<file path="src/rtl/fetch_line_buffer_pkg.sv">
// Shared types for the fetch line buffer: line/fetch/PC widths, line tag and
// refill sequencer states.
package fetch_line_buffer_pkg;

  localparam int unsigned CL_WIDTH         = 256;
  localparam int unsigned FD_WIDTH         = 64;
  localparam int unsigned PC_WIDTH         = 32;
  localparam int unsigned LINE_OFFSET_BITS = 5;

  typedef logic [CL_WIDTH-1:0]                  cacheline_t;
  typedef logic [FD_WIDTH-1:0]                  fetch_data_t;
  typedef logic [PC_WIDTH-1:0]                  program_counter_t;
  typedef logic [PC_WIDTH-LINE_OFFSET_BITS-1:0] line_tag_t;

  typedef enum logic [1:0] {
    FB_READY,
    FB_REQ,
    FB_WAIT,
    FB_DRAIN
  } fetch_buf_state_t;

  function automatic line_tag_t pc_tag(program_counter_t pc);
    return pc[PC_WIDTH-1:LINE_OFFSET_BITS];
  endfunction

endpackage

</file>
<file path="src/rtl/fetch_line_buffer_extract.sv">
// Doubleword selector: picks the 64-bit fetch word out of a 256-bit line
// using PC bits [4:3].
module extract_fetch_data
  import fetch_line_buffer_pkg::*;
(
  input  cacheline_t  line,
  input  logic [1:0]  dword_idx,
  output fetch_data_t data
);

  always_comb begin
    data = line[dword_idx*FD_WIDTH +: FD_WIDTH];
  end

endmodule

</file>
<file path="src/rtl/fetch_line_buffer.sv">
// Single-entry instruction line buffer with refill sequencer between fetch and
// the I-cache; a flush invalidates the line and drains any outstanding refill.
module fetch_line_buffer
  import fetch_line_buffer_pkg::*;
#(
  parameter int unsigned CACHELINE_WIDTH  = 256,
  parameter int unsigned FETCH_DATA_WIDTH = 64
) (
  input  logic             i_clk,
  input  logic             i_rst,
  input  logic             i_flush,
  input  logic             i_fetch_valid,
  input  program_counter_t i_fetch_pc,
  output logic             o_fetch_ready,
  output logic             o_data_valid,
  output fetch_data_t      o_data,
  output program_counter_t o_data_pc,
  output logic             o_line_req_valid,
  output program_counter_t o_line_req_addr,
  input  logic             i_line_req_ready,
  input  logic             i_line_resp_valid,
  input  cacheline_t       i_line_resp_data
);

  if (CACHELINE_WIDTH != CL_WIDTH || FETCH_DATA_WIDTH != FD_WIDTH) begin : g_bad_cfg
    $error("fetch_line_buffer: only CACHELINE_WIDTH=256, FETCH_DATA_WIDTH=64 supported");
  end

  fetch_buf_state_t state, state_nxt;
  cacheline_t       buf_line;
  line_tag_t        buf_tag;
  logic             buf_valid;
  program_counter_t miss_pc;

  logic             hit;
  logic             accept;
  logic             hit_fire;
  logic             fill;
  cacheline_t       sel_line;
  program_counter_t sel_pc;
  fetch_data_t      sel_data;

  assign hit      = buf_valid && (buf_tag == pc_tag(i_fetch_pc));
  assign accept   = (state == FB_READY) && i_fetch_valid && !i_flush;
  assign hit_fire = accept && hit;
  assign fill     = (state == FB_WAIT) && i_line_resp_valid && !i_flush;

  // One selector serves both hit reads and refill bypass; WAIT picks the refill.
  assign sel_line = (state == FB_WAIT) ? i_line_resp_data : buf_line;
  assign sel_pc   = (state == FB_WAIT) ? miss_pc : i_fetch_pc;

  extract_fetch_data u_extract (
    .line      (sel_line),
    .dword_idx (sel_pc[4:3]),
    .data      (sel_data)
  );

  always_comb begin
    state_nxt        = state;
    o_fetch_ready    = 1'b0;
    o_line_req_valid = 1'b0;
    unique case (state)
      FB_READY: begin
        o_fetch_ready = !i_flush;
        if (accept && !hit) state_nxt = FB_REQ;
      end
      FB_REQ: begin
        o_line_req_valid = 1'b1;
        if (i_line_req_ready)  state_nxt = i_flush ? FB_DRAIN : FB_WAIT;
        else if (i_flush)      state_nxt = FB_READY;
      end
      FB_WAIT: begin
        if (i_line_resp_valid) state_nxt = FB_READY;
        else if (i_flush)      state_nxt = FB_DRAIN;
      end
      FB_DRAIN: begin
        if (i_line_resp_valid) state_nxt = FB_READY;
      end
      default: state_nxt = FB_READY;
    endcase
  end

  assign o_line_req_addr = {pc_tag(miss_pc), {LINE_OFFSET_BITS{1'b0}}};

  always_ff @(posedge i_clk or posedge i_rst) begin
    if (i_rst) begin
      state        <= FB_READY;
      buf_line     <= '0;
      buf_tag      <= '0;
      buf_valid    <= 1'b0;
      miss_pc      <= '0;
      o_data_valid <= 1'b0;
      o_data       <= '0;
      o_data_pc    <= '0;
    end else begin
      state        <= state_nxt;
      o_data_valid <= hit_fire || fill;
      if (hit_fire || fill) begin
        o_data    <= sel_data;
        o_data_pc <= sel_pc;
      end
      if (accept && !hit) miss_pc <= i_fetch_pc;
      if (i_flush) begin
        buf_valid <= 1'b0;
      end else if (fill) begin
        buf_line  <= i_line_resp_data;
        buf_tag   <= pc_tag(miss_pc);
        buf_valid <= 1'b1;
      end
    end
  end

endmodule

</file>
<file path="config.mk">
export PLATFORM = sky130hd
export DESIGN_NAME = fetch_line_buffer
export DESIGN_NICKNAME = d
export VERILOG_FILES = /design/src/rtl/fetch_line_buffer_pkg.sv /design/src/rtl/fetch_line_buffer_extract.sv /design/src/rtl/fetch_line_buffer.sv
export SDC_FILE = /design/constraint.sdc
export NUM_CORES = 1
export LEC_CHECK = 0
export CAP_MARGIN = 25
export CORE_MARGIN = 2
export CORE_UTILIZATION = 47
export DETAILED_ROUTE_END_ITERATION = 10
export PLACE_DENSITY = 0.83
export SYNTH_ARGS = -nofsm -noshare
export SYNTH_HDL_FRONTEND = slang
export SYNTH_SLANG_ARGS = --single-unit
</file>
<file path="constraint.sdc">
create_clock -name i_clk -period 15.6 [get_ports i_clk]
set_input_delay 3.9 -clock i_clk [delete_from_list [all_inputs] [get_ports i_clk]]
set_output_delay 3.9 -clock i_clk [all_outputs]
set_load 0.03 [all_outputs]
</file>
Word-level counts from Yosys, hierarchy flattened
Index checks and enable logic that the tools add are counted.
{ "totals": {"reg_bits": 415, "elab_cells": 46, "inputBits": 294, "out_inout_bits": 131} }
{ "classes": {"mux": 14, "n_reduce_logical": 14, "n_bitwise": 1, "n_shift": 1, "eq_ne": 8} }
{ "op_table": {"columns": ["cell", "n"], "rows": [
  ["$mux 256", 1],
  ["$shiftx 256x9->64", 1],
  ["$mux 32", 1],
  ["$eq 27x27->1", 1],
  ["$mux 2", 6],
  ["$pmux 2 s4", 1],
  ["$logic_and 1x1->1", 7],
  ["$ne 3x3->1 const B", 2],
  ["$mux 1", 5],
  ["$eq 2x2->1 const B", 2],
  ["$reduce_and 4->1", 1],
  ["$eq 2x1->1 const B", 1],
  ["$logic_not 1->1", 2],
  ["$logic_not 2->1", 1],
  ["$ne 2x1->1 const B", 1],
  ["$ne 2x2->1 const B", 1],
  ["$reduce_and 2->1", 1],
  ["$reduce_bool 2->1", 1],
  ["$logic_or 1x1->1", 1],
  ["$not 1->1", 1]
]} }

Longest topological paths before layout
Gate-level depths: netlist of run 1.
{ "logic_depth": {"ltp_word": 6, "mapped_depth": 8, "mapped_depth_nobuf": 6} }

Hierarchy
From an unflattened synthesis of run 1, not the netlist that was laid out.
{ "unflattened": {"cells_unflattened": 1954, "hier_area_um2": 21058.9} }
{ "by_module_without_submodules": {"columns": ["module", "cells_each", "seq_area_each_um2", "area_each_um2", "instances"], "rows": [
  ["fetch_line_buffer", 1876, 10385.0, 19436.1, 1],
  ["extract_fetch_data", 78, 0.0, 1622.8, 1]
]} }

Least setup slack after synthesis of run 1
OpenSTA, ideal clock, no wires.
{ "synth_timing": {"kind": "input port to output port", "start": "input i_flush", "end": "output o_fetch_ready", "cell_stages": 1, "arrival_time_ns": 4.648, "path_slack_ns": 7.052, "required_ns": 11.700, "n_path_buf": 0, "cell_sequence": "nor3_1"} }
{ "synth_between": {"elab_chain_cells": 2} }
{ "synth_lines": {"columns": ["element", "line_no", "text"], "rows": [
  ["start, declared", "fetch_line_buffer.sv:11", "input logic i_flush,"],
  ["$logic_not 1->1", "fetch_line_buffer.sv:64", "o_fetch_ready = !i_flush;"],
  ["$mux 1", "fetch_line_buffer.sv:62", "unique case (state)"],
  ["end, declared", "fetch_line_buffer.sv:14", "output logic o_fetch_ready,"]
]} }
Every way passes these cells.

Final worst setup path of run 1
Ends and elaborated chain as after synthesis.

==> impl_metrics.toml, run 1 <==
[floorplanning]
rows = 77
fp.coreArea_um2 = 44200
initial_core_util_pct = 47.6
die_width_um = 216
io_pins = 425
fp.dieArea_um2 = 46500
die-height_um = 216

[power_and_ir_drop]
power_frac_clock_pct = 21.5
p_switching_uw = 1970
irDropWorstVdd_mv = 0.133
pwr-share-seq_pct = 36.4
p_int_uw = 3260
pwr-share-comb_pct = 42.1
swShare_pct = 37.7
leakage_uw = 0.0128
powerDensity_nw_per_um2 = 194

[logic_synthesis]
yosys-top-cells-area = "dfrtp_1 (49%), nand2_1 (16%), mux2_2 (14%), mux2i_1 (6.1%), o211ai_1 (2.3%)"
synth_cell_types = 29
synth_edf_count = 0
async_reset_ff_share_pct = 100
synth_top_cell_by_area = "dfrtp_1"
syn_inst = 2240
synth.avg_cell_area_um2 = 9.39
synth_common_cells = "nand2_1 (915), dfrtp_1 (415), mux2_2 (261)"
ys.warnings.count = 0
mappedNetlistArea_um2 = 21000
ys.flop_type = "dfrtp_1"
synth-seq-cells = 415
synth_most_common_cell = "nand2_1"
synth_top_area_share_pct = 49.4
synth-seq-area-share_pct = 49.4

[route]
via_per_inst = 5.38
drcViolationCount = 0
vias = 17100
wire_per_inst_um = 18.8
dr.pass1.iters = 5
routed_wl_um = 59900
drt_iter0_drc = 1490
ant_nets = 0

[run]
drv_cap = 0

[cells_and_area]
multiInputGateArea_um2 = 9770
nFillCells = 3436
synthToLayoutAreaGrowth_pct = 28.2
final_layout_size_suffix_gt1_share_pct = 14.2
post-route-util_pct = 61.0
seqCellArea_um2 = 10400
fin_nets = 2843

[clocking]
htreeDepth = 2
clock-sinks = 415
postCtsHoldBufs = 0
clk_path_buf_depth = 3
clock_latency_ps = 560
cts_tree = "yes"
numCtsBuffers = 47
clkTransAtPathRegs_ps = 60
cts_root_buffer = "clkbuf_16"
cts_setup_buffers = 0
ctsResizeCount = 0

[global_routing]
grt_pass1_vias = 17600
grt_max_degree = 179
antenna_found_initial = 10
grt_pass1_wl_um = 95800
use_met2_pct = 42.3
gr-total-overflow = 0
grtUsageTotal_pct = 25.7
grt-busiest-layer = "met2"
use_met3_pct = 6.22
grtUsageMet1_pct = 32.6

[timing]
slew_headroom_pct = 29.7
drv_slew = 0
tns_ps = 0
fin_crit_ps = 9600
clock.fmax_ghz = 0.104
tightest_slew_ps = 1060
hold_viol_final = 0
period_share_pct = 61.5
setup_viol = 0
clock_skew_ps = 11.4
rsz0062_at_grt = "no"

[setup_path]
endpoint_kind = "primary output"
required_ps = 11700
startpoint_type = "input port"
regToRegSetupSlack_ps = 11300
cp_max_fo = 6
arrival_ps = 5700
worstSetupPathType = "in2out"

[placed_design]
io_buffers = 419
place_congestion = 0.861
dp_hpwl_um = 38700

[status]
outcome = "finished clean"

[worst_hold_path]
hold_path_class = "reg2reg"
[worst max-delay path: stages]
cell and delay, ps:
clkdlybuf4s50_1 520, nor3_1 500, clkdlybuf4s50_1 780
[logic make-up after synthesis]
| family | after synthesis | share of synthesized area [%] |
|---|---|---|
| AND/OR/NAND/NOR | 998 | 18.0 |
| XOR/XNOR | 27 | 1.12 |
| flip-flops | 415 | 49.4 |
| multiplexers | 416 | 21.6 |
| buffers and inverters | 187 | 4.36 |
| other | 1 | 0.0178 |
| AO/OA/AOI/OAI | 196 | 5.51 |
[layout make-up]
| type | instances | share of cell area (%) |
|---|---|---|
| diodes | 9 | 0.0835 |
| clock buffers | 73 | 5.40 |
| clock inverters | 9 | 0.445 |
| inverters | 3 | 0.0696 |
| multi-input cells | 1642 | 36.2 |
| flip-flops and latches | 415 | 38.5 |
| well taps | 592 | 2.75 |
| repair buffers | 440 | 16.5 |
[flip-flops by register name, summed over array words and instances, names as in the netlist]
| signal | cells |
|---|---|
| buf_line | 256 |
| buf_tag | 27 |
| buf_valid | 1 |
| miss_pc | 32 |
| o_data | 64 |
| o_data_pc | 32 |
| o_data_valid | 1 |
| state | 2 |
[per-stage QoR]
step | std cells | setup slack, ps | power [uW] | hold WS (ps) | area (um2)
5_1_grt | 3181 | 5960 | 5550 | 490 | 27000
3_3_place_gp | 3088 | 6060 | 3990 | 451 | 25300
6_report | 3183 | 6000 | 5230 | 468 | 27000
2_1_floorplan | 2244 | 150 | 3370 | 440 | 21000
3_5_place_dp | 3088 | 6050 | 4100 | 457 | 25300
4_1_cts | 3170 | 6000 | 5250 | 471 | 26800
[worst paths after layout]
path / from / end / cells past startpoint
max in group asynchronous: i_rst / buf_line[79] / 5
worst min register to register: buf_line[5] / buf_line[5] / 2
worst min-delay path: buf_line[5] / buf_line[5] / 2
min in group asynchronous: i_rst / buf_line[17] / 2
worst max register to register: buf_tag[7] / o_data[47] / 8
worst max-delay path: i_flush / o_fetch_ready / 3
[routing by layer]
metal	vias up	wire length, um	part of all wire [%]
li1	7976	-	-
met1	8368	24400	41
met2	653	28500	48
met3	136	4490	7.5
met4	4	2450	4.1
met5	-	26	0.043
[power by group through the flow]
stage               Clock, uW  Combinational, uW  Sequential [uW]
global placement            0               2120             1870
detailed placement          0               2190             1910
finish                   1130               2200             1900
global route             1190               2400             1960
floorplan                   0               1330             2040
CTS                      1140               2200             1900
[layout by cell type, fill, tap and decap left out, types with 2 or more instances in the layout]
cell | synthesis | layout
nand2_1 | 915 | 915
clkdlybuf4s50_1 | 0 | 418
dfrtp_1 | 415 | 414
mux2_2 | 261 | 260
mux2i_1 | 128 | 128
o211ai_1 | 65 | 65
o21ai_0 | 65 | 65
nor2_1 | 64 | 64
a21oi_1 | 64 | 64
clkbuf_16 | 0 | 49
mux2_1 | 22 | 22
xnor2_1 | 18 | 18
buf_4 | 37 | 15
clkbuf_8 | 0 | 14
clkbuf_1 | 107 | 10
diode_2 | 0 | 9
xor2_1 | 9 | 9
nand4_1 | 6 | 6
mux2_4 | 5 | 6
clkinv_2 | 0 | 6
conb_1 | 1 | 5
nor3_1 | 4 | 3
bufinv_16 | 0 | 3
buf_16 | 0 | 3
buf_12 | 0 | 3
nor4_1 | 2 | 2
nand2b_1 | 3 | 2
inv_1 | 3 | 2
Note: power is estimated with default switching activity, not from simulation.
==> inputs of run 2 (changes only) <==
- clock period: 15.6 -> 8.57 ns (I/O delays scaled with it)
==> run 2 against run 1 <==
Against the previous run: cell count shrank 0.13%; sequential cell count is the same; utilization shrank 0.21 points; largest power group unchanged; sequential power grew 83%; clock-buffer cell count shrank 1; clock skew grew 6.5 ps.
==> impl_metrics.toml, run 2 (same netlist as run 1, synthesis figures left out) <==
[global_routing]
grt_max_degree = 212
grt_pass1_vias = 18000
grtUsageTotal_pct = 26.2
grt_pass1_wl_um = 97400
gr-total-overflow = 0
antenna_found_initial = 7

[power_and_ir_drop]
p_switching_uw = 3610
power_frac_clock_pct = 21.2
p_int_uw = 5890
irDropWorstVdd_mv = 0.275
power_uw = 9500
leakage_uw = 0.0128
powerDensity_nw_per_um2 = 353
pwr-share-comb_pct = 42.1
pwr-share-seq_pct = 36.7
swShare_pct = 38.0

[setup_path]
cp_max_fo = 6
cpPeakStageDelay_ps = 740
arrival_ps = 3730
rr_endpoint = "o_data[63]"
regToRegSetupSlack_ps = 4880
required_ps = 6430
worstReg2RegStart = "state[1]"
startpoint_type = "input port"
worstRegToRegCells = 7
cp_slowest_cell = "clkdlybuf4s50_1"
critPathMostFrequentCell = "clkdlybuf4s50_1"
path_cells = "clkdlybuf4s50_1, nor3_1, clkdlybuf4s50_1"
worstSetupPathType = "in2out"
endpoint_kind = "primary output"

[route]
via_per_inst = 5.45
drcViolationCount = 0
drt_iter0_drc = 1444
ant_nets = 0
routed_wl_um = 61000
wire_per_inst_um = 19.2
dr.pass1.iters = 8
vias = 17300

[worst_hold_path]
hold_end = "buf_line[7]"
worstHoldPathCells = 2
hold_path_class = "reg2reg"
hold_start = "buf_line[7]"

[cells_and_area]
synthToLayoutAreaGrowth_pct = 27.8
post-route-util_pct = 60.8
final_common_cell = "nand2_1"
final_cell_mix = "nand2_1 (915), clkdlybuf4s50_1 (418), dfrtp_1 (414)"
final_layout_size_suffix_gt1_share_pct = 14.0
stdcell_area_um2 = 26900
largest_register = "buf_line"
nFillCells = 3482
largest_reg_flops = 256
multiInputGateArea_um2 = 9760
top_regs = "buf_line (256), o_data (64)"
seqCellArea_um2 = 10400
fin_nets = 2842

[clocking]
cts_root_buffer = "clkbuf_16"
clock_latency_ps = 580
numCtsBuffers = 46
postCtsHoldBufs = 0
clk_path_buf_depth = 3
clkTransAtPathRegs_ps = 60
cts_tree = "yes"
clock-sinks = 415
cts_setup_buffers = 0
ctsResizeCount = 0
htreeDepth = 2

[timing]
setup_viol = 0
hold_viol_final = 0
finalWorstSetupSlack_ps = 2700
drv_slew = 0
rsz0062_at_grt = "no"
clock_skew_ps = 17.9
slew_headroom_pct = 29.2
clock.fmax_ghz = 0.170
tightest_slew_ps = 1060
period_share_pct = 68.5
fin_crit_ps = 5870
tns_ps = 0

[floorplanning]
fp.dieArea_um2 = 46500
io_pins = 425
rows = 77
initial_core_util_pct = 47.6
die-height_um = 216
fp.coreArea_um2 = 44200
die_width_um = 216

[placed_design]
placed_area_um2 = 25300
dp_hpwl_um = 39900
place_congestion = 0.872
io_buffers = 419
place_ws_ps = 2710

[run]
drv_cap = 0

[status]
outcome = "finished clean"
run 2: cell count changes in the layout (fill, tap and decap cells not counted), moves of 2 or more:
cell	delta
buf_16	-2
clkbuf_1	+3
clkbuf_8	-4
clkinv_2	-2
run 2: power by group through the flow:
stage	sequential, uW	clock [uW]	combinational, uW
6_report	3480	2010	4000
5_1_grt	3600	2120	4350
4_1_cts	3480	2040	4020
3_5_place_dp	3500	0	3980
3_3_place_gp	3420	0	3860
2_1_floorplan	3720	0	2420
run 2: area by class of cell:
type / count / share of cell area (%)
timing repair buffer: 440 / 16.5
clock buffer: 72 / 5.26
sequential: 415 / 38.7
antenna: 8 / 0.0745
clock inverter: 7 / 0.410
tap: 592 / 2.76
multi-input combinational: 1642 / 36.3
inverter: 3 / 0.0559
run 2: stage by stage:
| stage | hold slack [ps] | std cells |
|---|---|---|
| 2_1_floorplan | 440 | 2244 |
| 3_3_place_gp | 451 | 3090 |
| 3_5_place_dp | 459 | 3090 |
| 4_1_cts | 473 | 3169 |
| 5_1_grt | 485 | 3178 |
| 6_report | 470 | 3179 |
run 2: worst max-delay path by stage:
| stage | end | cells after the start | slack [ps] | start |
|---|---|---|---|---|
| floorplan | buf_line[0] | 1 | 830 | i_rst |
| detailed placement | o_fetch_ready | 3 | 2710 | i_flush |
| finish | o_fetch_ready | 3 | 2700 | i_flush |
| CTS | o_fetch_ready | 3 | 2700 | i_flush |
| global placement | o_fetch_ready | 3 | 2750 | i_flush |
| global route | o_fetch_ready | 3 | 2660 | i_flush |
run 2: routing by layer:
metal  vias up  routed length [um]  track usage (%)
li1       7961                   -                -
met1      8501               24800             33.0
met4         0                2980             12.7
met3       145                4450             6.02
met5         -                   0                0
met2       707               28800             42.7
run 2: critical path, delay by kind of cell:
kind,cells,cell delay [ps]
AND/OR/NAND/NOR,1,310
buffers and inverters,2,1270
==> patch 1: new RTL, config.mk and constraints of run 1 <==
Encoding of `fetch_buf_state_t`: now one-hot (4 bits for 4 states).
--- a/src/rtl/fetch_line_buffer_pkg.sv
+++ b/src/rtl/fetch_line_buffer_pkg.sv
@@ -13,9 +13,9 @@
   typedef logic [PC_WIDTH-LINE_OFFSET_BITS-1:0] line_tag_t;
 
-  typedef enum logic [1:0] {
-    FB_READY,
-    FB_REQ,
-    FB_WAIT,
-    FB_DRAIN
+  typedef enum logic [3:0] {
+    FB_READY = 4'b0001,
+    FB_REQ   = 4'b0010,
+    FB_WAIT  = 4'b0100,
+    FB_DRAIN = 4'b1000
   } fetch_buf_state_t;
 
Check against the original RTL: no difference found for any inputs over 4 cycles, from zero or initial values and one cycle with i_rst high; so few cycles prove little.
==> patch 1 against run 1 <==
Clock skew is 13 ps higher; fmax is 4.1% higher; sequential share of layout area is 0.21 points higher; worst setup slack better by 380 ps; cell area hardly changed; wire length is 0.44% higher; via count is 2.9% higher; area after synthesis is 0.89% higher; sequential cell count is 2 higher; synthesized cell count is 4.0% higher; count of clock-buffer cells in the layout is 2 lower; first-iteration DRC count is 6.9% lower.
Power is not compared: it rests on default switching activity, and its combinational part moved more than twofold at a synthesized area within 25%.
==> patch 1: results (changes against run 1) <==
status: complete, no violations (unchanged)
nonclk buf count: 439 (was 440)
GR Util met3: 6.02% (was 6.22%)
Final Non-Filler Cells: 3259 (was 3183)
DR WL met3: 4.53 mm (was 4.49 mm)
Cell variety after synth: 36 (was 29)
register area share after synthesis: 49.2% (was 49.4%)
worst r2r src: state[0] (was buf_tag[7])
fraction of area in non-clock buffers: 16.3% (was 16.5%)
DR vias/cell: 5.41 (was 5.38)
fmax: 108 MHz (was 104 MHz)
Multi-input gate area: 9580 um^2 (was 9770 um^2)
mux cell area share after synthesis: 14.1% (was 21.6%)
GPL Wtd Cong: 0.848 (was 0.861)
share of layout cells above drive strength 1: 5.65% (was 14.2%)
critical path's largest stage delay: 690 ps (was 780 ps)
first-pass GRT wire length: 97.2 mm (was 95.8 mm)
Core Area: 44400 um^2 (was 44200 um^2)
clock network area share: 5.58% (was 5.85%)
final clock skew: 24.4 ps (was 11.4 ps)
Routed WL: 60.1 mm (was 59.9 mm)
Cells after DPL: 3164 (was 3088)
Metal-1 WL: 24.2 mm (was 24.4 mm)
Yosys reg bits: 417 (was 415)
DR iter-0 viols: 1387 (was 1490)
Synth Instances: 2330 (was 2240)
Fill cells: 3569 (was 3436)
clk_lat worst skew: 580 ps (was 560 ps)
# diodes: 12 (was 9)
Post-layout nets: 2915 (was 2843)
Rel. slew slack: 21.7% (was 29.7%)
post-placement cell area: 25400 um^2 (was 25300 um^2)
largest net degree at the start of global routing: 211 (was 179)
met2 Track Usage GR: 41.4% (was 42.3%)
==> patch 1: cell types whose count changed in the layout (fill, tap and decap cells not counted), moves of 66 or more <==
cell and delta:
nand2_1 -66, a211oi_1 +192, mux2_2 -207, nor2b_1 +127, a21oi_1 +66
==> patch 1: report_power, final <==
group | internal [W] | leakage, nW | switching [W] | total (W)
logic | 0.000196 | 6.91 | 0.000213 | 0.000409
clock network | 0.000646 | 0.740 | 0.000446 | 0.00109
registers | 0.00112 | 5.41 | 0.0000413 | 0.00116
==> patch 1: worst min path at each step <==
stage / depth (start not counted) / slack (ps) / to / start
floorplan: 2 / 440 / buf_line[0] / buf_line[0]
detailed placement: 2 / 450 / buf_line[153] / buf_line[153]
CTS: 2 / 470 / buf_line[153] / buf_line[153]
global placement: 2 / 450 / buf_line[12] / buf_line[12]
finish: 2 / 460 / buf_line[177] / buf_line[177]
global route: 2 / 480 / buf_line[153] / buf_line[153]
==> patch 2: new RTL, settings of run 1 <==
Made on the original files. Change the package constant `LINE_OFFSET_BITS` from 5 to 4.
--- a/src/rtl/fetch_line_buffer_pkg.sv
+++ b/src/rtl/fetch_line_buffer_pkg.sv
@@ -6,5 +6,5 @@
   localparam int unsigned FD_WIDTH         = 64;
   localparam int unsigned PC_WIDTH         = 32;
-  localparam int unsigned LINE_OFFSET_BITS = 5;
+  localparam int unsigned LINE_OFFSET_BITS = 4;
 
   typedef logic [CL_WIDTH-1:0]                  cacheline_t;
Function: changed (Yosys sat finds a counterexample within 4 cycles, from zero or initial values and one cycle with i_rst high).
==> patch 2 against run 1 <==
Worst setup slack improved by 320 ps; wire length is 3.8% higher; area after synthesis is essentially flat; count of clock-buffer cells in the layout unchanged; power is 0.41% lower; fmax rose by 3.4%; register-to-register slack better by 60 ps; die area barely moved; cell area increased by 0.66%; sequential cell count grew 1; critical path type unchanged.
==> patch 2: results (changes against run 1) <==
largest cells by area after synthesis: dfrtp_1 49%, nand2_1 16%, mux2_2 13%, mux2i_1 6.2%, mux2_1 2.4% (was dfrtp_1 49%, nand2_1 16%, mux2_2 14%, mux2i_1 6.1%, o211ai_1 2.3%)
vias in the first global route: 18000 (was 17600)
Global Route Usage Sum: 26.2% (was 25.7%)
# resized after CTS: 0 (unchanged)
number of buffers added on ports: 420 (was 419)
critical path's largest stage delay: 720 ps (was 780 ps)
DR vias/cell: 5.45 (was 5.38)
worst vdd ir: 189 uV (was 133 uV)
Clock transition at path regs: 60 ps (about the same)
ys flop type: dfrtp_1 (unchanged)
Reg2Reg Setup Slack: 11360 ps (was 11300 ps)
Fill cells: 3485 (was 3436)
HP Start: buf_line[201] (was buf_line[5])
compound-gate portion of the synthesized area: 5.85% (was 5.51%)
Post-layout nets: 2859 (was 2843)
Worst Hold Path EP: buf_line[201] (was buf_line[5])
biggest regs: buf_line (256), o_data (64) (unchanged)
Switching Fraction: 37.9% (was 37.7%)
CTS buffer count: 46 (was 47)
GPL Wtd Cong: 0.898 (was 0.861)
clk buf depth: 3 (unchanged)
hpwl dp: 39.7 mm (was 38.7 mm)
pre-CTS WS: 6330 ps (was 6050 ps)
Synth top cells by count: 915 x nand2_1, 416 x dfrtp_1, 242 x mux2_2, 130 x mux2i_1, 124 x clkbuf_1 (was 915 x nand2_1, 415 x dfrtp_1, 261 x mux2_2, 128 x mux2i_1, 107 x clkbuf_1)
final clock skew: 27.5 ps (was 11.4 ps)
initial antenna violation count: 11 (was 10)
Cell variety after synth: 32 (was 29)
CP Max Fanout: 6 (unchanged)
Root Buffer: clkbuf_16 (unchanged)
DR iter-0 viols: 1501 (was 1490)
Hold Slack: 468 ps (about the same)
first-pass GRT wire length: 97.0 mm (was 95.8 mm)
measured slew at the worst slew-check pin: 1200 ps (was 1060 ps)
Worst path top cell family by delay: buffers and inverters (unchanged)
HP Class: flip-flop to flip-flop (unchanged)
total iterations of the first detailed-routing run: 6 (was 5)
Routed WL: 62.2 mm (was 59.9 mm)
ys async rst share: 100% (unchanged)
slowest CP cell: clkdlybuf4s50_1 (unchanged)
Synth Area in XOR/XNOR: 0.791% (was 1.12%)
Yosys top cell by area: dfrtp_1 (unchanged)
worst reg2reg path depth: 7 (was 8)
status: complete, no violations (unchanged)
clk_lat worst skew: 570 ps
share of layout cells above drive strength 1: 13.3% (was 14.2%)
worst r2r src: state[0] (was buf_tag[7])
Reg-to-Reg End: o_data[29] (was o_data[47])
Critical Path AT: 5380 ps (was 5700 ps)
mux cell area share after synthesis: 21.5% (was 21.6%)
register area share after synthesis: 49.5% (was 49.4%)
largest net degree at the start of global routing: 186 (was 179)
Leak: 12.9 nW (was 12.8 nW)
==> patch 2: cell types whose count changed in the layout (fill, tap and decap cells not counted), sizes merged, moves of 3 or more <==
cell,change
inv,+7
nor2b,+7
xor2,-5
buf,+3
nand2b,+3
nand4,-3
xnor2,-3
==> patch 2: cells by family after synthesis <==
family                 after synthesis
XOR/XNOR                            19
other                                1
multiplexers                       416
buffers and inverters              194
flip-flops                         416
AO/OA/AOI/OAI                      205
AND/OR/NAND/NOR                   1004
==> patch 2: per-stage QoR <==
stage / utilization, % / cells / total power [W] / instance area, um^2
2_1_floorplan: - / 2258 / 0.00333 / 21000
3_3_place_gp: 57.3 / 3101 / 0.00394 / 25400
3_5_place_dp: 57.3 / 3101 / 0.00405 / 25400
4_1_cts: 60.9 / 3184 / 0.00521 / 26900
5_1_grt: 61.4 / 3200 / 0.00551 / 27100
6_report: 61.4 / 3202 / 0.00521 / 27100
==> patch 2: how the worst max path moves through the flow <==
stage / end / depth (start not counted) / start / slack, ps
floorplan: buf_line[0] / 1 / i_rst / 120
global placement: o_fetch_ready / 3 / i_flush / 6340
CTS: o_fetch_ready / 3 / i_flush / 6320
global route: o_fetch_ready / 3 / i_flush / 6230
finish: o_fetch_ready / 3 / i_flush / 6320
detailed placement: o_fetch_ready / 3 / i_flush / 6330
==> patch 2: layout make-up <==
cell class / instances / share of cell area (%)
diodes: 10 / 0.0922
clock buffers: 73 / 5.17
clock inverters: 10 / 0.590
inverters: 9 / 0.152
multi-input cells: 1648 / 36.1
flip-flops and latches: 416 / 38.4
well taps: 592 / 2.73
repair buffers: 444 / 16.8
==> patch 2: per-layer routing <==
| layer | vias to the layer above | share of wire, % | GRT usage, % | wire, um |
|---|---|---|---|---|
| met5 | - | 0.051 | 0 | 32 |
| met4 | 6 | 5.0 | 13.3 | 3110 |
| met3 | 178 | 7.6 | 6.38 | 4700 |
| met2 | 727 | 48 | 43.6 | 29900 |
| met1 | 8519 | 39 | 31.9 | 24400 |
| li1 | 8033 | - | - | - |
==> patch 2: tightest hold or removal path: stages, from the launching register on <==
cell     delay, ps
dfrtp_1        330
nand2_1         50
nand2_1         50
==> patch 2: power groups by stage <==
stage                     logic (W)  clock network (W)  registers, W
after floorplan             0.00131                  0       0.00201
after global placement      0.00208                  0       0.00186
after detailed placement    0.00216                  0       0.00189
after CTS                   0.00218            0.00114       0.00189
after global routing        0.00238            0.00119       0.00195
final                       0.00219            0.00112       0.00189
